$ cat config.mk
export PLATFORM = sky130hd
export DESIGN_NAME = usb_rw_ctrl
export DESIGN_NICKNAME = d
export VERILOG_FILES = /design/src/rtl/usb_rw_ctrl.sv
export SDC_FILE = /design/constraint.sdc
export NUM_CORES = 1
export LEC_CHECK = 0
export BUFFER_PORTS_ARGS = -buffer_cell sky130_fd_sc_hd__buf_4
export CAP_MARGIN = 20
export CORE_MARGIN = 8
export CORE_UTILIZATION = 42
export CTS_BUF_LIST = sky130_fd_sc_hd__clkbuf_8 sky130_fd_sc_hd__clkbuf_16
export CTS_CLUSTER_SIZE = 10
export DETAILED_ROUTE_END_ITERATION = 8
export GPL_TIMING_DRIVEN = 1
export HOLD_SLACK_MARGIN = 0.08
export PLACE_DENSITY = 0.86
export SETUP_SLACK_MARGIN = 0.02
export SYNTH_ARGS = -nofsm -noshare
export SYNTH_HDL_FRONTEND = slang
export SYNTH_SLANG_ARGS = --single-unit
$ cat constraint.sdc
create_clock -name clk -period 3.93 [get_ports clk]
set_clock_uncertainty 0.15 [all_clocks]
set_input_delay 0.786 -clock clk [delete_from_list [all_inputs] [get_ports clk]]
set_output_delay 0.786 -clock clk [all_outputs]
set_load 0.02 [all_outputs]
$ cat src/rtl/usb_rw_ctrl.sv
`timescale 1ns/1ps
// Host-side USB page read/write controller: address phase then data phase per page,
// with burst auto-increment. Optional bounded phase retry under macro USB_RW_RETRY_EN.
module usb_rw_ctrl #(
  parameter int         DATA_W    = 64,
  parameter logic [6:0] DEV_ADDR  = 7'b1010000,
  parameter logic [3:0] ENDP_ADDR = 4'b0010,
  parameter logic [3:0] ENDP_DATA = 4'b0001,
  parameter int         MAX_RETRY = 3
) (
  input  logic              clk,
  input  logic              rst_b,
  input  logic [1:0]        tsk,
  input  logic [15:0]       mempage,
  input  logic [3:0]        burst_len,
  input  logic [DATA_W-1:0] data_in,
  input  logic              wr_valid,
  output logic              wr_ready,
  output logic [DATA_W-1:0] data_to_tb,
  output logic              rd_valid,
  output logic              task_busy,
  output logic              task_done,
  output logic              task_success,
  output logic [18:0]       token_pkt_out,
  output logic [DATA_W+7:0] data_pkt_out,
  output logic              ptcl_start,
  input  logic              ptcl_ready,
  input  logic              ptcl_done,
  input  logic              ptcl_success,
  input  logic [DATA_W-1:0] ptcl_data
);

  localparam logic [7:0] PID_OUT  = 8'h87;
  localparam logic [7:0] PID_IN   = 8'h96;
  localparam logic [7:0] PID_DATA = 8'hC3;

  typedef enum logic [2:0] {
    S_IDLE, S_ADDR_REQ, S_ADDR_WAIT, S_WR_FETCH, S_DATA_REQ, S_DATA_WAIT, S_DONE, S_ERR
  } state_e;

  state_e            state_q, state_d;
  logic              is_wr_q, is_wr_d;
  logic [15:0]       cur_page_q, cur_page_d;
  logic [3:0]        pages_left_q, pages_left_d;
  logic [DATA_W-1:0] wr_buf_q;
  logic [DATA_W-1:0] data_q;
  logic              rd_valid_q;
  logic              wr_buf_en, rd_capture;
  logic              retry_ok, retry_clr, retry_inc;

  function automatic logic [DATA_W-1:0] bitrev(input logic [DATA_W-1:0] v);
    logic [DATA_W-1:0] r;
    for (int i = 0; i < DATA_W; i++) r[i] = v[DATA_W-1-i];
    return r;
  endfunction

`ifdef USB_RW_RETRY_EN
  logic [3:0] retry_cnt_q;

  always_ff @(posedge clk or negedge rst_b) begin
    if (!rst_b)         retry_cnt_q <= '0;
    else if (retry_clr) retry_cnt_q <= '0;
    else if (retry_inc) retry_cnt_q <= retry_cnt_q + 4'd1;
  end

  assign retry_ok = (retry_cnt_q < 4'(MAX_RETRY));
`else
  logic unused_retry;
  assign unused_retry = retry_clr ^ retry_inc;
  assign retry_ok     = 1'b0;
`endif

  always_comb begin
    state_d      = state_q;
    is_wr_d      = is_wr_q;
    cur_page_d   = cur_page_q;
    pages_left_d = pages_left_q;
    wr_buf_en    = 1'b0;
    rd_capture   = 1'b0;
    retry_clr    = 1'b0;
    retry_inc    = 1'b0;
    case (state_q)
      S_IDLE: begin
        if (tsk == 2'b01 || tsk == 2'b10) begin
          state_d      = S_ADDR_REQ;
          is_wr_d      = tsk[1];
          cur_page_d   = mempage;
          pages_left_d = burst_len;
          retry_clr    = 1'b1;
        end
      end
      S_ADDR_REQ: if (ptcl_ready) state_d = S_ADDR_WAIT;
      S_ADDR_WAIT: begin
        if (ptcl_done) begin
          if (ptcl_success) begin
            state_d   = is_wr_q ? S_WR_FETCH : S_DATA_REQ;
            retry_clr = 1'b1;
          end else if (retry_ok) begin
            state_d   = S_ADDR_REQ;
            retry_inc = 1'b1;
          end else begin
            state_d = S_ERR;
          end
        end
      end
      S_WR_FETCH: begin
        if (wr_valid) begin
          wr_buf_en = 1'b1;
          state_d   = S_DATA_REQ;
        end
      end
      S_DATA_REQ: if (ptcl_ready) state_d = S_DATA_WAIT;
      S_DATA_WAIT: begin
        if (ptcl_done) begin
          if (ptcl_success) begin
            rd_capture = !is_wr_q;
            if (pages_left_q == 4'd0) begin
              state_d = S_DONE;
            end else begin
              state_d      = S_ADDR_REQ;
              cur_page_d   = cur_page_q + 16'd1;
              pages_left_d = pages_left_q - 4'd1;
              retry_clr    = 1'b1;
            end
          end else if (retry_ok) begin
            // wr_buf is kept, so a write retry resends the same payload
            state_d   = S_DATA_REQ;
            retry_inc = 1'b1;
          end else begin
            state_d = S_ERR;
          end
        end
      end
      S_DONE, S_ERR: state_d = S_IDLE;
      default:       state_d = S_IDLE;
    endcase
  end

  always_ff @(posedge clk or negedge rst_b) begin
    if (!rst_b) begin
      state_q      <= S_IDLE;
      is_wr_q      <= 1'b0;
      cur_page_q   <= '0;
      pages_left_q <= '0;
      data_q       <= '0;
      rd_valid_q   <= 1'b0;
    end else begin
      state_q      <= state_d;
      is_wr_q      <= is_wr_d;
      cur_page_q   <= cur_page_d;
      pages_left_q <= pages_left_d;
      rd_valid_q   <= rd_capture;
      if (rd_capture) data_q <= bitrev(ptcl_data);
    end
  end

  always_ff @(posedge clk) begin
    if (wr_buf_en) wr_buf_q <= data_in;
  end

  always_comb begin
    token_pkt_out = '0;
    data_pkt_out  = '0;
    case (state_q)
      S_ADDR_REQ, S_ADDR_WAIT: begin
        token_pkt_out = {PID_OUT, DEV_ADDR, ENDP_ADDR};
        data_pkt_out  = {PID_DATA, bitrev({cur_page_q, {(DATA_W-16){1'b0}}})};
      end
      S_DATA_REQ, S_DATA_WAIT: begin
        token_pkt_out = {(is_wr_q ? PID_OUT : PID_IN), DEV_ADDR, ENDP_DATA};
        if (is_wr_q) data_pkt_out = {PID_DATA, bitrev(wr_buf_q)};
      end
      default: ;
    endcase
  end

  assign ptcl_start   = (state_q == S_ADDR_REQ || state_q == S_DATA_REQ) && ptcl_ready;
  assign wr_ready     = (state_q == S_WR_FETCH);
  assign task_busy    = (state_q != S_IDLE);
  assign task_done    = (state_q == S_DONE) || (state_q == S_ERR);
  assign task_success = (state_q == S_DONE);
  assign rd_valid     = rd_valid_q;
  assign data_to_tb   = data_q;

endmodule

==> impl_metrics.yaml <==
drt:
  antenna_left: 0
  routed_wl_mm: 19.2
  viasPerCell: 5.05
  vias: 5171
  drc: 0
  drt_iter0_markers: 188
  drtPass1Iterations: 4
  post_drt_wl_per_cell_um: 18.7
setup_path:
  critical_path_peak_fanout: 16
  crit_path_start: "state_q[2]"
  r2r_slack_ps: 1250
  r2r_start: "state_q[0]"
  end_kind: "output port"
  crit_required_ps: 2990
  startpoint_type: "flop"
  critPathKind: "flop to output port"
  arrival_ps: 2420
placement:
  dp_hpwl_mm: 14.9
  placed_cell_area_um2: 9070
  dp_slack_ps: 996
  gp_congestion: 0.849
  portBuffers: 302
  dpl.cell_count: 991
final_layout:
  finalNonFillerCells: 1023
  area_growth_pct: 42.8
  antenna_cells: 0
  final_cell_mix: "buf_4 (310), dfrtp_1 (89), edfxtp_1 (64)"
  nets: 952
  final_common_cell: "buf_4"
  final_area_um2: 9700
  drive_above_1_share: 0.458
timing:
  hold-worst-slack_ps: 319
  setup-tns-final_ps: 0
  rsz0062_at_grt: "no"
  slew_headroom: 0.439
  worstMarginPinSlew_ps: 842
  finalCritPeriodShare: 0.854
  fin_crit_ps: 3360
  finalHoldViolCount: 0
  setup_slack_ps: 575
  setup_viol: 0
  drv_slew: 0
  timing.fmax_ghz: 0.298
clocking:
  post_cts_buffers: 0
  worstSkewPairLatency_ps: 410
  cts_inserted_buffers: 17
  cts_buffer_depth: 2
  htree_levels: 4
  cts_hold_buf: 0
  cts_tree: "built"
  clock_sinks: 153
  cts-root-buf: "clkbuf_16"
  cts_resized: 0
  clkTransAtPathRegs_ps: 60
synthesis:
  synth_cell_type_count: 59
  ys_ff_latch: 153
  synthArstFlopShare: 0.582
  netlist_area_um2: 6800
  synth_edf_count: 64
  synth_ff_type: "dfrtp_1"
  avgSynthCellArea_um2: 13.3
  syn_inst: 512
  yosys_warnings: 0
  synth-seq-area-share: 0.611
min_path:
  worst_hold_path_type: "input port to async pin"
floorplan:
  num_rows: 46
  design.core.area_um2: 15800
  io_pins: 317
  dieArea_um2: 20500
  start_util: 0.429
  die_x_um: 143
  die-height_um: 143
global_routing:
  grt_pass1_vias: 5396
  grt_max_degree: 67
  grt-ovfl-total: 0
  antenna_found_initial: 0
  grt_pass1_wl_mm: 28.3
  grt_use_total: 0.179
power:
  powerDensity_nw_per_um2: 788
  p_leak_uw: 0.00482
  ir_worst_vdd_mv: 0.554
run_status:
  status: "complete, no violations"
run:
  cap_viol_max_count: 0
[sequential cells by signal, summed over array words and instances (netlist names)]
| register | count |
|---|---|
| pages_left_q | 4 |
| wr_buf_q | 64 |
| data_to_tb | 64 |
| rd_valid | 1 |
| state_q | 3 |
| is_wr_q | 1 |
| cur_page_q | 16 |
[worst max-delay path, cell delays in order, from the launching register on]
cell and delay (ps):
dfrtp_1 690, nor2b_2 250, and2_0 500, buf_4 260, a22o_1 160, buf_4 150
[final cells by class]
type	count	area, µm²
clock inverter	11	145
clock buffer	21	492
fill	1229	6120
sequential	153	4150
multi-input combinational	303	2270
tap	216	270
timing repair buffer	311	2350
inverter	8	30.0
[path summary, 6_finish.rpt]
check | to | depth (start not counted)
max | data_pkt_out[6] | 5
min | data_to_tb[8] | 1
max reg2reg | data_to_tb[58] | 4
min reg2reg | data_to_tb[54] | 1
max in group asynchronous | state_q[2] | 2
min in group clk | data_to_tb[54] | 1
[power by group]
part | internal [µW] | total, µW | switching, µW
registers | 2160 | 2530 | 377
logic | 1500 | 3400 | 1910
clock network | 1090 | 1710 | 622
total | 4740 | 7650 | 2910
[synthesized netlist by cell type (3+ instances only)]
cell	n	area [µm²]
a21oi_1	22	110
a22o_1	17	149
a2bb2oi_1	3	26.3
a31oi_1	5	31.3
and2_1	3	18.8
and3_1	54	338
and4_1	5	43.8
buf_2	10	50.1
buf_4	25	188
buf_6	9	101
clkbuf_1	15	56.3
dfrtp_1	89	2230
edfxtp_1	64	1920
inv_1	8	30.0
mux2_1	49	552
mux2_2	16	180
nand2_1	14	52.6
nand3_1	9	45.0
nand4_1	4	25.0
nor2_1	15	56.3
nor2b_1	3	18.8
nor3_1	3	15.0
o21ai_0	13	65.1
o22a_1	6	52.6
o22ai_1	7	43.8
or2_2	3	18.8
[through the flow]
step	util	power, µW
detailed placement	0.573	6000
global route	0.613	8040
global placement	0.573	5910
CTS	0.613	7740
floorplan	-	4600
finish	0.613	7650
[cell families (layout without fill, tap and decap cells)]
logic type                 count (synthesis)  in the layout  synth area share
muxes                                     67             67             0.111
xor gates and xnor gates                   3              3           0.00387
DFF                                      153            153             0.611
buffers and inverters                     69            351            0.0639
and+or+nand+nor                          128            128             0.113
AOI/OAI and AO/OA                         89             89            0.0935
other                                      1             14          0.000552
adders and majority gates                  2              2           0.00368
[routing by layer]
| layer | vias up | wire length, µm | share of wire | GRT usage |
|---|---|---|---|---|
| met5 | - | 0 | 0 | 0 |
| met4 | 0 | 394 | 0.021 | 0.0727 |
| met3 | 28 | 2800 | 0.15 | 0.0928 |
| met2 | 304 | 9340 | 0.49 | 0.300 |
| met1 | 2415 | 6640 | 0.35 | 0.185 |
| li1 | 2424 | - | - | - |
No activity file was read; power rests on OpenSTA's default activity.
